`config.mk`:
```
export PLATFORM = sky130hd
export DESIGN_NAME = wb_mem_arbiter_flat
export DESIGN_NICKNAME = d
export VERILOG_FILES = /design/src/rtl/wb_mem_arbiter_if.sv /design/src/rtl/wb_mem_arbiter.sv /design/src/flat_wrapper.sv
export SDC_FILE = /design/constraint.sdc
export NUM_CORES = 1
export LEC_CHECK = 0
export ABC_AREA = 1
export CORE_AREA = 10 10 326 328
export DETAILED_ROUTE_END_ITERATION = 10
export DIE_AREA = 0 0 336 338
export RECOVER_POWER = 100
export SETUP_SLACK_MARGIN = 0.15
export SLEW_MARGIN = 20
export SYNTH_ARGS = -nofsm -noshare
export SYNTH_HDL_FRONTEND = slang
export SYNTH_SLANG_ARGS = --single-unit
```
`constraint.sdc`:
```
create_clock -name clk -period 2.1 [get_ports clk]
set_input_delay 0.42 -clock clk [delete_from_list [all_inputs] [get_ports clk]]
set_output_delay 0.42 -clock clk [all_outputs]
set_load 0.01 [all_outputs]
```
`src/rtl/wb_mem_arbiter_if.sv`:
```
// Line-wide Wishbone link shared by the CPU instruction/data ports and the memory port.
// The master modport drives the request side; the slave modport returns data/ack/rty.
interface wb_mem_arbiter_if #(
  parameter int unsigned ADDR_W = 12,
  parameter int unsigned DATA_W = 128
);
  localparam int unsigned SEL_W = DATA_W / 8;

  logic              cyc;
  logic              stb;
  logic              we;
  logic [ADDR_W-1:0] adr;
  logic [SEL_W-1:0]  sel;
  logic [DATA_W-1:0] dat_m;
  logic [DATA_W-1:0] dat_s;
  logic              ack;
  logic              rty;

  modport master (
    output cyc, stb, we, adr, sel, dat_m,
    input  dat_s, ack, rty
  );

  modport slave (
    input  cyc, stb, we, adr, sel, dat_m,
    output dat_s, ack, rty
  );
endinterface

```
`src/rtl/wb_mem_arbiter.sv`:
```
// Round-robin merge of the CPU instruction and data Wishbone ports onto one line-wide memory port.
// Optional macro ARB_TIMEOUT_EN adds a BUSY watchdog that turns a stalled memory cycle into a retry.
module wb_mem_arbiter #(
  parameter int unsigned ADDR_W         = 12,
  parameter int unsigned DATA_W         = 128,
  parameter int unsigned TIMEOUT_CYCLES = 255
) (
  input  logic             clk,
  input  logic             rst_n,
  wb_mem_arbiter_if.slave  imem_if,
  wb_mem_arbiter_if.slave  dmem_if,
  wb_mem_arbiter_if.master mem_if
);
  localparam int unsigned SEL_W = DATA_W / 8;

  typedef enum logic [1:0] {S_IDLE, S_BUSY, S_RESP, S_RETRY} state_e;
  typedef enum logic {GNT_IMEM = 1'b0, GNT_DMEM = 1'b1} gnt_e;

  typedef struct packed {
    logic              we;
    logic [ADDR_W-1:0] adr;
    logic [SEL_W-1:0]  sel;
    logic [DATA_W-1:0] dat;
  } mem_req_t;

  state_e            state_q, state_d;
  gnt_e              gnt_q, gnt_d;
  gnt_e              last_q, last_d;
  mem_req_t          req_q, req_d;
  logic              mem_cyc_q, mem_cyc_d;
  logic [DATA_W-1:0] imem_dat_q, imem_dat_d;
  logic [DATA_W-1:0] dmem_dat_q, dmem_dat_d;
  logic              imem_ack_q, imem_ack_d;
  logic              imem_rty_q, imem_rty_d;
  logic              dmem_ack_q, dmem_ack_d;
  logic              dmem_rty_q, dmem_rty_d;

  logic imem_req_c;
  logic dmem_req_c;
  logic imem_wins_c;
  logic gnt_cyc_c;
  logic tmo_hit_c;
  logic unused_c;

  assign imem_req_c  = imem_if.cyc & imem_if.stb;
  assign dmem_req_c  = dmem_if.cyc & dmem_if.stb;
  // On a tie the port that was not served last wins.
  assign imem_wins_c = imem_req_c & (~dmem_req_c | (last_q == GNT_DMEM));
  assign gnt_cyc_c   = (gnt_q == GNT_IMEM) ? imem_if.cyc : dmem_if.cyc;

  // The instruction port is read-only, so its write-side fields are ignored.
  assign unused_c = ^{imem_if.we, imem_if.sel, imem_if.dat_m};

`ifdef ARB_TIMEOUT_EN
  localparam int unsigned TMO_BITS = $clog2(TIMEOUT_CYCLES + 1);
  localparam int unsigned TMO_W    = (TMO_BITS > 8) ? TMO_BITS : 8;

  logic [TMO_W-1:0] tmo_cnt_q, tmo_cnt_d;

  assign tmo_hit_c = (tmo_cnt_q == TMO_W'(TIMEOUT_CYCLES - 1));

  // Cleared while idle so every BUSY phase starts counting from zero.
  always_comb begin
    tmo_cnt_d = tmo_cnt_q;
    if (state_q == S_IDLE) begin
      tmo_cnt_d = '0;
    end else if ((state_q == S_BUSY) && !mem_if.ack && !mem_if.rty) begin
      tmo_cnt_d = tmo_cnt_q + TMO_W'(1);
    end
  end

  always_ff @(posedge clk or negedge rst_n) begin
    if (!rst_n) begin
      tmo_cnt_q <= '0;
    end else begin
      tmo_cnt_q <= tmo_cnt_d;
    end
  end
`else
  localparam int unsigned UNUSED_TMO = TIMEOUT_CYCLES;

  assign tmo_hit_c = 1'b0;
`endif

  // FSM state register.
  always_ff @(posedge clk or negedge rst_n) begin
    if (!rst_n) begin
      state_q <= S_IDLE;
    end else begin
      state_q <= state_d;
    end
  end

  // FSM next-state logic; ack takes priority over rty and the watchdog.
  always_comb begin
    state_d = state_q;
    case (state_q)
      S_IDLE: begin
        if (imem_req_c || dmem_req_c) state_d = S_BUSY;
      end
      S_BUSY: begin
        if (mem_if.ack) begin
          state_d = S_RESP;
        end else if (mem_if.rty || tmo_hit_c) begin
          state_d = S_RETRY;
        end
      end
      S_RESP, S_RETRY: state_d = S_IDLE;
      default:         state_d = S_IDLE;
    endcase
  end

  // FSM output logic: next values of all registered outputs and grant bookkeeping.
  always_comb begin
    gnt_d      = gnt_q;
    last_d     = last_q;
    req_d      = req_q;
    mem_cyc_d  = mem_cyc_q;
    imem_dat_d = imem_dat_q;
    dmem_dat_d = dmem_dat_q;
    imem_ack_d = 1'b0;
    imem_rty_d = 1'b0;
    dmem_ack_d = 1'b0;
    dmem_rty_d = 1'b0;
    case (state_q)
      S_IDLE: begin
        if (imem_req_c || dmem_req_c) begin
          mem_cyc_d = 1'b1;
          if (imem_wins_c) begin
            gnt_d     = GNT_IMEM;
            req_d.we  = 1'b0;
            req_d.adr = imem_if.adr;
            req_d.sel = '1;
            req_d.dat = '0;
          end else begin
            gnt_d     = GNT_DMEM;
            req_d.we  = dmem_if.we;
            req_d.adr = dmem_if.adr;
            req_d.sel = dmem_if.sel;
            req_d.dat = dmem_if.dat_m;
          end
        end
      end
      S_BUSY: begin
        if (mem_if.ack) begin
          mem_cyc_d = 1'b0;
          if (gnt_q == GNT_IMEM) begin
            imem_dat_d = mem_if.dat_s;
            imem_ack_d = gnt_cyc_c;
          end else begin
            dmem_dat_d = mem_if.dat_s;
            dmem_ack_d = gnt_cyc_c;
          end
        end else if (mem_if.rty || tmo_hit_c) begin
          mem_cyc_d = 1'b0;
          if (gnt_q == GNT_IMEM) begin
            imem_rty_d = gnt_cyc_c;
          end else begin
            dmem_rty_d = gnt_cyc_c;
          end
        end
      end
      S_RESP, S_RETRY: begin
        last_d = gnt_q;
      end
      default: begin
        mem_cyc_d = 1'b0;
      end
    endcase
  end

  // Datapath and response registers.
  always_ff @(posedge clk or negedge rst_n) begin
    if (!rst_n) begin
      gnt_q      <= GNT_IMEM;
      last_q     <= GNT_DMEM;
      req_q      <= '0;
      mem_cyc_q  <= 1'b0;
      imem_dat_q <= '0;
      dmem_dat_q <= '0;
      imem_ack_q <= 1'b0;
      imem_rty_q <= 1'b0;
      dmem_ack_q <= 1'b0;
      dmem_rty_q <= 1'b0;
    end else begin
      gnt_q      <= gnt_d;
      last_q     <= last_d;
      req_q      <= req_d;
      mem_cyc_q  <= mem_cyc_d;
      imem_dat_q <= imem_dat_d;
      dmem_dat_q <= dmem_dat_d;
      imem_ack_q <= imem_ack_d;
      imem_rty_q <= imem_rty_d;
      dmem_ack_q <= dmem_ack_d;
      dmem_rty_q <= dmem_rty_d;
    end
  end

  assign mem_if.cyc   = mem_cyc_q;
  assign mem_if.stb   = mem_cyc_q;
  assign mem_if.we    = req_q.we;
  assign mem_if.adr   = req_q.adr;
  assign mem_if.sel   = req_q.sel;
  assign mem_if.dat_m = req_q.dat;

  assign imem_if.dat_s = imem_dat_q;
  assign imem_if.ack   = imem_ack_q;
  assign imem_if.rty   = imem_rty_q;

  assign dmem_if.dat_s = dmem_dat_q;
  assign dmem_if.ack   = dmem_ack_q;
  assign dmem_if.rty   = dmem_rty_q;
endmodule

```
`src/flat_wrapper.sv`:
```
// flat-port wrapper written by rule: the top's interface ports become plain ports
module wb_mem_arbiter_flat 
#(
  parameter int unsigned ADDR_W         = 12,
  parameter int unsigned DATA_W         = 128,
  parameter int unsigned TIMEOUT_CYCLES = 255
)
  (clk, rst_n, imem_if_cyc, imem_if_stb, imem_if_we, imem_if_adr, imem_if_sel, imem_if_dat_m, imem_if_dat_s, imem_if_ack, imem_if_rty, dmem_if_cyc, dmem_if_stb, dmem_if_we, dmem_if_adr, dmem_if_sel, dmem_if_dat_m, dmem_if_dat_s, dmem_if_ack, dmem_if_rty, mem_if_cyc, mem_if_stb, mem_if_we, mem_if_adr, mem_if_sel, mem_if_dat_m, mem_if_dat_s, mem_if_ack, mem_if_rty);
  wb_mem_arbiter_if #(.ADDR_W(ADDR_W), .DATA_W(DATA_W)) imem_if_i ();
  wb_mem_arbiter_if #(.ADDR_W(ADDR_W), .DATA_W(DATA_W)) dmem_if_i ();
  wb_mem_arbiter_if #(.ADDR_W(ADDR_W), .DATA_W(DATA_W)) mem_if_i ();
  input  logic clk;
  input  logic rst_n;
  input wire logic [$bits(imem_if_i.cyc)-1:0] imem_if_cyc;
  input wire logic [$bits(imem_if_i.stb)-1:0] imem_if_stb;
  input wire logic [$bits(imem_if_i.we)-1:0] imem_if_we;
  input wire logic [$bits(imem_if_i.adr)-1:0] imem_if_adr;
  input wire logic [$bits(imem_if_i.sel)-1:0] imem_if_sel;
  input wire logic [$bits(imem_if_i.dat_m)-1:0] imem_if_dat_m;
  output wire logic [$bits(imem_if_i.dat_s)-1:0] imem_if_dat_s;
  output wire logic [$bits(imem_if_i.ack)-1:0] imem_if_ack;
  output wire logic [$bits(imem_if_i.rty)-1:0] imem_if_rty;
  input wire logic [$bits(dmem_if_i.cyc)-1:0] dmem_if_cyc;
  input wire logic [$bits(dmem_if_i.stb)-1:0] dmem_if_stb;
  input wire logic [$bits(dmem_if_i.we)-1:0] dmem_if_we;
  input wire logic [$bits(dmem_if_i.adr)-1:0] dmem_if_adr;
  input wire logic [$bits(dmem_if_i.sel)-1:0] dmem_if_sel;
  input wire logic [$bits(dmem_if_i.dat_m)-1:0] dmem_if_dat_m;
  output wire logic [$bits(dmem_if_i.dat_s)-1:0] dmem_if_dat_s;
  output wire logic [$bits(dmem_if_i.ack)-1:0] dmem_if_ack;
  output wire logic [$bits(dmem_if_i.rty)-1:0] dmem_if_rty;
  output wire logic [$bits(mem_if_i.cyc)-1:0] mem_if_cyc;
  output wire logic [$bits(mem_if_i.stb)-1:0] mem_if_stb;
  output wire logic [$bits(mem_if_i.we)-1:0] mem_if_we;
  output wire logic [$bits(mem_if_i.adr)-1:0] mem_if_adr;
  output wire logic [$bits(mem_if_i.sel)-1:0] mem_if_sel;
  output wire logic [$bits(mem_if_i.dat_m)-1:0] mem_if_dat_m;
  input wire logic [$bits(mem_if_i.dat_s)-1:0] mem_if_dat_s;
  input wire logic [$bits(mem_if_i.ack)-1:0] mem_if_ack;
  input wire logic [$bits(mem_if_i.rty)-1:0] mem_if_rty;
  assign imem_if_i.cyc = imem_if_cyc;
  assign imem_if_i.stb = imem_if_stb;
  assign imem_if_i.we = imem_if_we;
  assign imem_if_i.adr = imem_if_adr;
  assign imem_if_i.sel = imem_if_sel;
  assign imem_if_i.dat_m = imem_if_dat_m;
  assign imem_if_dat_s = imem_if_i.dat_s;
  assign imem_if_ack = imem_if_i.ack;
  assign imem_if_rty = imem_if_i.rty;
  assign dmem_if_i.cyc = dmem_if_cyc;
  assign dmem_if_i.stb = dmem_if_stb;
  assign dmem_if_i.we = dmem_if_we;
  assign dmem_if_i.adr = dmem_if_adr;
  assign dmem_if_i.sel = dmem_if_sel;
  assign dmem_if_i.dat_m = dmem_if_dat_m;
  assign dmem_if_dat_s = dmem_if_i.dat_s;
  assign dmem_if_ack = dmem_if_i.ack;
  assign dmem_if_rty = dmem_if_i.rty;
  assign mem_if_cyc = mem_if_i.cyc;
  assign mem_if_stb = mem_if_i.stb;
  assign mem_if_we = mem_if_i.we;
  assign mem_if_adr = mem_if_i.adr;
  assign mem_if_sel = mem_if_i.sel;
  assign mem_if_dat_m = mem_if_i.dat_m;
  assign mem_if_i.dat_s = mem_if_dat_s;
  assign mem_if_i.ack = mem_if_ack;
  assign mem_if_i.rty = mem_if_rty;
  wb_mem_arbiter #(.ADDR_W(ADDR_W), .DATA_W(DATA_W), .TIMEOUT_CYCLES(TIMEOUT_CYCLES)) u_core (.clk(clk), .rst_n(rst_n), .imem_if(imem_if_i), .dmem_if(dmem_if_i), .mem_if(mem_if_i));
endmodule
```
==> reports/metrics.yaml, run 1 <==
outcome: "finished, final reports clean"
synth_area_leaders: "dfrtp_1, nand2_1, o21ai_0"
syn_to_final_growth_pct: 63.7
synth_top_area_frac: 0.652
drv_slew: 0
drtIter0Drc: 763
synth_area_sq_um: 16200
vias: 14400
crit_family: "buffers and inverters"
rsz0062_at_grt: "no"
setup_viol: 0
synth_area_leader_cell: "dfrtp_1"
crit_path_top_delay_cell: "dfrtp_1"
grt_max_degree: 56
coreArea_sq_um: 99600
fin_cells: 3860
overflow: 0
synth_edf_count: 0
die_w_um: 336
slowest_delay_ps: 360
yosys.cell_types.count: 17
hold_violations: 0
root_buffer: "clkbuf_16"
placed_area_sq_um: 25600
multi_input_area_sq_um: 4480
timing.fmax_ghz: 0.525
async_flop_share: 1.00
critPathKind: "flop to primary output"
cts_max_level: 2
end_kind: "primary output"
drtAntennaViolNets: 0
cts.sinks: 422
vdd_ir_drop_max_uv: 674
power_density_nw_per_um2: 1380
die_h_um: 338
dp.cells: 3758
filler_cell_count: 10800
stdcell_area_sq_um: 26500
synth_area_per_cell_sq_um: 9.21
arrival_ps: 1490
io_buffers: 723
fin_ws_ps: 195
clkSlewWorstSetupHoldPaths_ps: 70
viasPerCell: 3.74
fin_setup_tns_ps: 0
synthFlopType: "dfrtp_1"
crit_buf_inv: 2
drt_pass1_iterations: 5
insertion_delay_ps: 620
yosysMostFrequentCell: "nand2_1"
skew_ps: 25.6
drive_gt1_frac: 0.0572
cts_max_path_buffers: 3
groute.usage.overall: 0.114
cts_tree: "built"
postCtsSetupBuffers: 0
seq_area_sq_um: 10600
maxCapViolCount: 0
total_power_w: 0.0365
synth_nets: 2205
rows: 116
wl_per_cell_um: 17.7
synthCells: 1755
period_share: 0.907
routed_wl_um: 68400
place_hpwl_um: 54100
nets: 2963
grt_pass1_wl_um: 98600
route.detailed.drc: 0
yosysWarnings: 0
ios: 869
antenna_found_initial: 12
slew-limit-headroom: 0.331
die-area_sq_um: 114000
grt_pass1_vias: 14800
hp-class: "primary input to async pin"
tightest_slew_ps: 1000
place_congestion: 0.841
p_leak_nw: 13.8
start_util: 0.162
crit_path_max_fanout: 1
seq_area_frac_synth: 0.653
cts_buffers: 50
path_cells: "buf_4 > dlygate4sd2_1"
ys_ff_latch: 422
synth_common_cells: "nand2_1, dfrtp_1, o21ai_0"
start_kind: "flop"
cp.required_ps: 1680
min_period_ps: 1910
dp_worst_setup_slack_ps: -82.3
-- flip-flops by register name, indices dropped and copies added, names as in the netlist --
| register | cells |
|---|---|
| u_core.imem_if.dat_s | 128 |
| u_core.dmem_if.rty | 1 |
| u_core.last_q | 1 |
| u_core.dmem_if.ack | 1 |
| u_core.imem_if.rty | 1 |
| u_core.gnt_q | 1 |
| u_core.mem_if.sel | 16 |
| u_core.imem_if.ack | 1 |
| u_core.mem_if.dat_m | 128 |
| u_core.mem_if.we | 1 |
| u_core.mem_if.cyc | 1 |
| u_core.mem_if.adr | 12 |
| u_core.state_q | 2 |
| u_core.dmem_if.dat_s | 128 |
-- area by class of cell --
cell class                      instances  area share
Sequential cell                       422       0.399
Inverter                              178      0.0253
Clock inverter                         23      0.0104
Timing Repair Buffer                  816       0.280
Clock buffer                           69      0.0538
Tap cell                             1298      0.0614
Antenna cell                            9    0.000851
Multi-Input combinational cell       1045       0.169
-- cells in the final DEF (no fill, tap or decap) --
master	count
clkbuf_16	50
clkdlybuf4s50_1	302
inv_4	1
nand3_1	154
diode_2	9
dfstp_2	1
o21ai_1	12
o21a_1	1
buf_2	2
clkinv_4	1
buf_12	13
inv_8	1
clkbuf_4	8
nand3_4	2
clkbuf_2	12
clkinv_8	1
nor2_1	5
inv_1	177
bufinv_16	5
nor4_1	2
buf_4	23
o21ai_0	246
clkbuf_1	46
inv_6	3
a21oi_1	1
clkbuf_8	10
nand2_1	622
clkinvlp_4	1
dlygate4sd3_1	2
clkinv_2	11
buf_8	1
dfrtp_1	421
dlygate4sd2_1	416
-- worst reg2reg max path, delay by kind of cell, from the launching register on --
family	cells	cell delay, ps
buffers and inverters	3	730
DFF	1	400
AOI/OAI and AO/OA	1	90
and+or+nand+nor	3	510
-- where the power goes --
part	switching, W	total (W)	internal, W
registers	0.00185	0.0136	0.0118
logic	0.00802	0.0139	0.00592
clock network	0.00361	0.00897	0.00536
-- cells by family after synthesis --
family          after synthesis  share of synthesized area
compound gates              260                     0.0809
buf+inv                     288                     0.0709
simple gates                785                      0.195
flops                       422                      0.653
-- metal layers --
layer	routed length, um	GRT usage
met1	27100	0.136
met2	31900	0.184
met3	7310	0.0467
met4	1990	0.0433
met5	63	0
-- path summary, 6_finish.rpt --
check / start / endpoint / slack [ps] / depth (start not counted)
setup / recovery: u_core.dmem_if.ack$_DFF_PN0_ / dmem_if_ack / 190 / 2
hold / removal: rst_n / u_core.mem_if.dat_m[70]$_DFFE_PN0P_ / 330 / 2
setup reg to reg: u_core.state_q[1]$_DFFE_PN0P_ / u_core.imem_if.dat_s[76]$_DFFE_PN0P_ / 250 / 7
hold reg to reg: u_core.state_q[1]$_DFFE_PN0P_ / u_core.last_q$_DFFE_PN1N_ / 460 / 1
max in group asynchronous: rst_n / u_core.imem_if.dat_s[37]$_DFFE_PN0P_ / 450 / 3
min in group clk: dmem_if_dat_m[61] / u_core.mem_if.dat_m[61]$_DFFE_PN0P_ / 360 / 3
-- timing repair --
item,in CTS,in global routing
endpoints found under the hold margin,24,0
cloned,0,0
pin swaps,0,0
setup endpoints to repair,417,1
hold buffers,1,0
gates resized for setup,419,2
-- through the flow --
stage                     hold WS [ps]  utilization
after detailed placement           419        0.257
final                              327        0.266
after global placement             413        0.257
after floorplan                    124            -
after global routing               325        0.265
after CTS                          289        0.269
Note: power is estimated with default switching activity, not from simulation.
==> run 2, diff against run 1 <==
--- a/config.mk
+++ b/config.mk
@@ -6,9 +6,12 @@
 export NUM_CORES = 1
 export LEC_CHECK = 0
 export ABC_AREA = 1
-export CORE_AREA = 10 10 326 328
+export CELL_PAD_IN_SITES_DETAIL_PLACEMENT = 1
+export CELL_PAD_IN_SITES_GLOBAL_PLACEMENT = 1
+export CORE_AREA = 10 10 333 335
 export DETAILED_ROUTE_END_ITERATION = 10
-export DIE_AREA = 0 0 336 338
+export DIE_AREA = 0 0 343 345
+export PLACE_DENSITY_LB_ADDON = 0.1
 export RECOVER_POWER = 100
 export SETUP_SLACK_MARGIN = 0.15
 export SLEW_MARGIN = 20
==> run 2 against run 1 <==
  * Global-route usage up 2.2 points
  * Maximum frequency up 2.6%
  * Critical path depth unchanged
  * Highest routed layer unchanged
  * Sequential power about the same
  * Clock skew down 12 ps
  * Hold slack worse by 20 ps
  * Setup slack better by 48 ps
  * Total power up 3.8%
  * Critical endpoint is now mem_if_cyc
  * Cell count up 2.0%
  * Combinational power up 4%
  * Non-clock buffer count down 32
==> reports/metrics.yaml, run 2 (synthesis gave the netlist of run 1 again) <==
place_hpwl_um: 63600  # +18%
drtIter0Drc: 582  # -24%
placed_area_sq_um: 25500  # -0.33%
clkSlewWorstSetupHoldPaths_ps: 60  # about the same
hold_violations: 0  # unchanged
viasPerCell: 3.75  # +0.18%
ios: 869  # unchanged
routed_wl_um: 83000  # +21%
start_kind: "flop"
crit_path_top_delay_cell: "dfrtp_1"
path_cells: "clkbuf_1 > dlygate4sd2_1"
critPathKind: "flop to primary output"
rsz0062_at_grt: "no"
tightest_slew_ps: 1050  # +44.9 ps
mostFrequentLayoutCell: "nand2_1"
cts_tree: "built"
start_util: 0.155  # -0.00748
total_power_w: 0.0379  # +3.8%
maxCapViolCount: 0  # unchanged
cts_buffers: 57  # +14%
cts.sinks: 422  # unchanged
place_congestion: 0.752  # -11%
vdd_ir_drop_max_uv: 584  # -13%
slew-limit-headroom: 0.301  # -0.0299
wl_per_cell_um: 21.1  # +19%
end_kind: "primary output"
insertion_delay_ps: 640  # +20 ps
vias: 14800  # +2.2%
drt_pass1_iterations: 4  # -1
grt_pass1_vias: 16300  # +9.9%
grt_pass1_wl_um: 120000  # +22%
crit_path_max_fanout: 2  # +1
crit_family: "buffers and inverters"
drive_gt1_frac: 0.0548  # -0.00236
nets: 2938  # -0.84%
arrival_ps: 1440  # -50 ps
cts_max_path_buffers: 3  # unchanged
cp.required_ps: 1680  # about the same
die-area_sq_um: 118000  # +4.2%
grt_max_degree: 52  # -7.1%
skew_ps: 13.6  # -11.9 ps
fin_setup_tns_ps: 0  # unchanged
rows: 119  # +2.6%
outcome: "finished, final reports clean"
io_buffers: 723  # unchanged
filler_cell_count: 12100  # +12%
root_buffer: "clkbuf_16"
cts_max_level: 2  # unchanged
timing.fmax_ghz: 0.539  # +2.6%
groute.usage.overall: 0.137  # +0.0223
antenna_found_initial: 28  # +16
syn_to_final_growth_pct: 64.9
final_cell_mix: "nand2_1, dfrtp_1, dlygate4sd2_1"
period_share: 0.884  # -0.0231
min_period_ps: 1860  # -48.5 ps
drtAntennaViolNets: 0  # unchanged
crit_buf_inv: 2  # unchanged
overflow: 0  # unchanged
p_leak_nw: 13.8  # +0.17%
setup_viol: 0  # unchanged
stdcell_area_sq_um: 26600  # +0.72%
route.detailed.drc: 0  # unchanged
drv_slew: 0  # unchanged
coreArea_sq_um: 104000  # +4.8%
die_h_um: 345  # +2.1%
die_w_um: 343  # +2.1%
power_density_nw_per_um2: 1420  # +3.1%
slowest_delay_ps: 370  # about the same
hp-class: "primary input to async pin"
==> run 2: cell count changes in the layout (fill, tap and decap cells not counted), sizes merged <==
cell / delta
clkdlybuf4s50: +1
dlygate4sd3: -1
clkinvlp: +1
buf: -9
bufinv: -2
clkinv: -4
diode: +2
dlygate4sd2: +2
clkbuf: -5
clkdlybuf4s25: +1
inv: -2
==> run 2: cell type report <==
class / count / area, sq um / area share
Antenna cell: 11 / 27.5 / 0.00103
Clock buffer: 90 / 1700 / 0.0639
Multi-Input combinational cell: 1045 / 4480 / 0.168
Tap cell: 1391 / 1740 / 0.0653
Inverter: 178 / 671 / 0.0252
Timing Repair Buffer: 784 / 7290 / 0.274
Sequential cell: 422 / 10600 / 0.396
Clock inverter: 16 / 168 / 0.00629
==> run 2: what timing repair did <==
| item | 4_1_cts | 5_1_grt |
|---|---|---|
| buffers inserted | 1 | 1 |
| hold endpoints to repair | 20 | 0 |
| pin swaps | 0 | 0 |
| hold buffers | 1 | 0 |
| endpoints found under the setup margin | 419 | 2 |
| gates resized for setup | 419 | 1 |
==> run 2: metal layers <==
| metal | global-route usage | up-vias | share of wire |
|---|---|---|---|
| met3 | 0.0572 | 141 | 0.089 |
| met2 | 0.241 | 444 | 0.51 |
| li1 | - | 6973 | - |
| met1 | 0.143 | 7165 | 0.37 |
| met4 | 0.0515 | 38 | 0.031 |
| met5 | 0 | - | 0.0031 |
==> run 2: through the flow <==
| step | instances | util | hold slack (ps) | setup WS (ps) |
|---|---|---|---|---|
| global route | 3933 | 0.255 | 291 | 83.7 |
| finish | 3937 | 0.255 | 307 | 243 |
| global placement | 3817 | 0.245 | 391 | 128 |
| detailed placement | 3817 | 0.245 | 393 | 95.8 |
| CTS | 3925 | 0.258 | 260 | 99.9 |
| floorplan | 1755 | - | 124 | 746 |
==> run 2: report_power, final <==
part / switching, W / leakage [nW] / internal [W]
logic: 0.00856 / 7.60 / 0.00588
clock network: 0.00398 / 0.917 / 0.00590
registers: 0.00185 / 5.32 / 0.0118
total: 0.0144 / 13.8 / 0.0235
==> run 2: final timing paths <==
check	depth (start not counted)	start	endpoint	slack [ps]
max	2	u_core.mem_if.cyc$_DFFE_PN0P_	mem_if_cyc	240
min	2	rst_n	u_core.imem_if.dat_s[33]$_DFFE_PN0P_	310
max reg2reg	6	u_core.state_q[1]$_DFFE_PN0P_	u_core.dmem_if.dat_s[85]$_DFFE_PN0P_	280
min reg2reg	2	u_core.mem_if.sel[7]$_DFFE_PN0P_	u_core.mem_if.sel[7]$_DFFE_PN0P_	460
max in group asynchronous	4	rst_n	u_core.imem_if.dat_s[49]$_DFFE_PN0P_	330
min in group clk	3	dmem_if_dat_m[100]	u_core.mem_if.dat_m[100]$_DFFE_PN0P_	340
==> run 3, diff against run 2 <==
--- a/config.mk
+++ b/config.mk
@@ -8,9 +8,9 @@
 export ABC_AREA = 1
 export CELL_PAD_IN_SITES_DETAIL_PLACEMENT = 1
 export CELL_PAD_IN_SITES_GLOBAL_PLACEMENT = 1
-export CORE_AREA = 10 10 333 335
+export CORE_AREA = 2 2 334 336
 export DETAILED_ROUTE_END_ITERATION = 10
-export DIE_AREA = 0 0 343 345
+export DIE_AREA = 0 0 336 338
 export PLACE_DENSITY_LB_ADDON = 0.1
 export RECOVER_POWER = 100
 export SETUP_SLACK_MARGIN = 0.15
==> constraint.sdc (replaced) <==
create_clock -name clk -period 2.1 [get_ports clk]
set_input_delay 0.42 -clock clk [delete_from_list [all_inputs] [get_ports clk]]
set_output_delay 0.42 -clock clk [all_outputs]
set_load 0.02 [all_outputs]
==> run 3 against run 2 <==
  * Critical path depth decreased by 1
  * Register-to-register slack about the same
  * Via count is 0.31% lower
  * Die area shrank 4.0%
  * Global-route usage shrank 0.30 points
  * Clock skew fell by 3.7 ps
  * Setup slack worse by 85 ps
  * Total power up 7.0%
  * Utilization decreased by 1.1 points
  * Sequential share of layout area fell by 0.34 points
  * Non-clock buffer count rose by 3
  * Highest routed layer unchanged
==> reports/metrics.yaml, run 3 (synthesis gave the netlist of run 1 again) <==
outcome: "finished, final reports clean"
insertion_delay_ps: 630  # about the same
seq_area_sq_um: 10600  # unchanged
setup_viol: 0  # unchanged
pwr-share-clk: 0.244  # -0.017
route.detailed.drc: 0  # unchanged
stdcell_area_sq_um: 26900  # +0.87%
place_congestion: 0.768  # +2.1%
maxCapViolCount: 0  # unchanged
p_int_w: 0.0236  # +0.26%
antenna_found_initial: 21  # -25%
multi_input_area_sq_um: 4460  # -0.53%
slowest_delay_ps: 540  # +170 ps
io_buffers: 723  # unchanged
clkSlewWorstSetupHoldPaths_ps: 60  # about the same
fin_setup_tns_ps: 0  # unchanged
vias: 14700  # -0.31%
root_buffer: "clkbuf_16"
period_share: 0.925  # +0.0403
drv_slew: 0  # unchanged
cts_max_path_buffers: 3  # unchanged
die_h_um: 338  # -2.0%
overflow: 0  # unchanged
arrival_ps: 1520  # +80 ps
cts_buffers: 57  # unchanged
critPathKind: "flop to primary output"
grt_pass1_vias: 15800  # -2.9%
drt_pass1_iterations: 4  # unchanged
crit_buf_inv: 1  # -1
place_hpwl_um: 60100  # -5.5%
timing.fmax_ghz: 0.515  # -4.4%
crit_family: "buffers and inverters"
slew-limit-headroom: 0.273  # -0.0282
cts_max_level: 2  # unchanged
rsz0062_at_grt: "no"
mostFrequentLayoutCell: "nand2_1"
crit_path_top_delay_cell: "clkdlybuf4s25_1"
hp-class: "primary input to flop"
skew_ps: 9.90  # -3.73 ps
syn_to_final_growth_pct: 66.3
cts_tree: "built"
hold_violations: 0  # unchanged
final_cell_mix: "nand2_1, dfrtp_1, dlygate4sd2_1"
placed_area_sq_um: 25700  # +0.72%
cts.sinks: 422  # unchanged
min_period_ps: 1940  # +84.6 ps
die-area_sq_um: 114000  # -4.0%
drive_gt1_frac: 0.0603  # +0.00545
viasPerCell: 3.65  # -2.7%
p_leak_nw: 13.9  # +0.48%
nets: 2941  # +0.10%
cp.required_ps: 1680  # about the same
tightest_slew_ps: 1090  # +42.2 ps
grt_max_degree: 80  # +54%
p_comb_frac: 0.419  # +0.038
switchingPower_w: 0.0170  # +18%
ios: 869  # unchanged
crit_path_max_fanout: 2  # unchanged
rows: 122  # +2.5%
start_kind: "flop"
grt_pass1_wl_um: 112000  # -6.7%
coreArea_sq_um: 110000  # +5.4%
path_cells: "clkdlybuf4s25_1"
wl_per_cell_um: 19.4  # -8.2%
switching_share: 0.418  # +0.0389
vdd_ir_drop_max_uv: 747  # +28%
filler_cell_count: 12800  # +5.7%
drtAntennaViolNets: 0  # unchanged
routed_wl_um: 78200  # -5.9%
die_w_um: 336  # -2.0%
power_density_nw_per_um2: 1510  # +6.0%
groute.usage.overall: 0.134  # -0.00297
drtIter0Drc: 556  # -4.5%
start_util: 0.147  # -0.00800
end_kind: "primary output"
power.share.sequential: 0.338  # -0.021
==> run 3: cell count changes in the layout (fill, tap and decap cells not counted), sizes merged <==
| cell | before | now |
|---|---|---|
| inv | 180 | 179 |
| bufinv | 3 | 2 |
| clkinv | 9 | 14 |
| dlygate4sd2 | 418 | 413 |
| diode | 11 | 9 |
| clkinvlp | 2 | 1 |
| buf | 30 | 39 |
| clkbuf | 121 | 118 |
==> run 3: final timing paths <==
check                      slack [ps]                            startpoint                              endpoint  cells after the start
max                               160  u_core.mem_if.dat_m[115]$_DFFE_PN0P_                     mem_if_dat_m[115]                      1
min reg2reg                       470      u_core.mem_if.sel[8]$_DFFE_PN0P_      u_core.mem_if.sel[8]$_DFFE_PN0P_                      2
min                               340                     dmem_if_dat_m[53]   u_core.mem_if.dat_m[53]$_DFFE_PN0P_                      3
min in group asynchronous         530                                 rst_n  u_core.dmem_if.dat_s[57]$_DFFE_PN0P_                      2
max in group asynchronous         370                                 rst_n   u_core.mem_if.dat_m[30]$_DFFE_PN0P_                      4
max reg2reg                       270         u_core.state_q[1]$_DFFE_PN0P_  u_core.dmem_if.dat_s[77]$_DFFE_PN0P_                      6
==> run 3: routing by layer <==
metal | GRT usage | routed length (um)
met1 | 0.150 | 30000
met2 | 0.232 | 39400
met3 | 0.0509 | 6220
met4 | 0.0453 | 2320
met5 | 0 | 155
==> run 3: stage by stage <==
step	hold slack, ps	utilization	total power [W]	std cells	worst slack, ps
6_report	341	0.244	0.0406	4035	158
5_1_grt	294	0.244	0.0436	4031	86.9
4_1_cts	193	0.246	0.0421	4026	51.6
3_5_place_dp	329	0.234	0.0343	3919	56.1
3_3_place_gp	332	0.234	0.0340	3919	100
2_1_floorplan	124	-	0.0224	1755	744
==> run 3: cell type report <==
type | count | share of cell area
flip-flops and latches | 422 | 0.393
repair buffers | 787 | 0.275
multi-input cells | 1045 | 0.166
well taps | 1488 | 0.0693
clock buffers | 88 | 0.0653
inverters | 178 | 0.0249
clock inverters | 18 | 0.00600
diodes | 9 | 0.000838
==> run 3: tightest hold or removal path: stages <==
cell and delay (ps):
clkdlybuf4s50_1 390, nand3_1 80, nand2_1 50
==> run 3: repair_timing <==
action	4_1_cts	5_1_grt
endpoints found under the setup margin	419	1
hold buffers	1	0
endpoints found under the hold margin	71	0
buffers inserted	0	0
resized for setup	428	2
==> run 3: power groups by stage <==
| stage | sequential (W) | clock (W) | combinational [W] |
|---|---|---|---|
| after floorplan | 0.0181 | 0 | 0.00432 |
| after global placement | 0.0138 | 0 | 0.0202 |
| after detailed placement | 0.0140 | 0 | 0.0203 |
| after CTS | 0.0138 | 0.0104 | 0.0178 |
| after global routing | 0.0143 | 0.0108 | 0.0186 |
| final | 0.0137 | 0.00990 | 0.0170 |
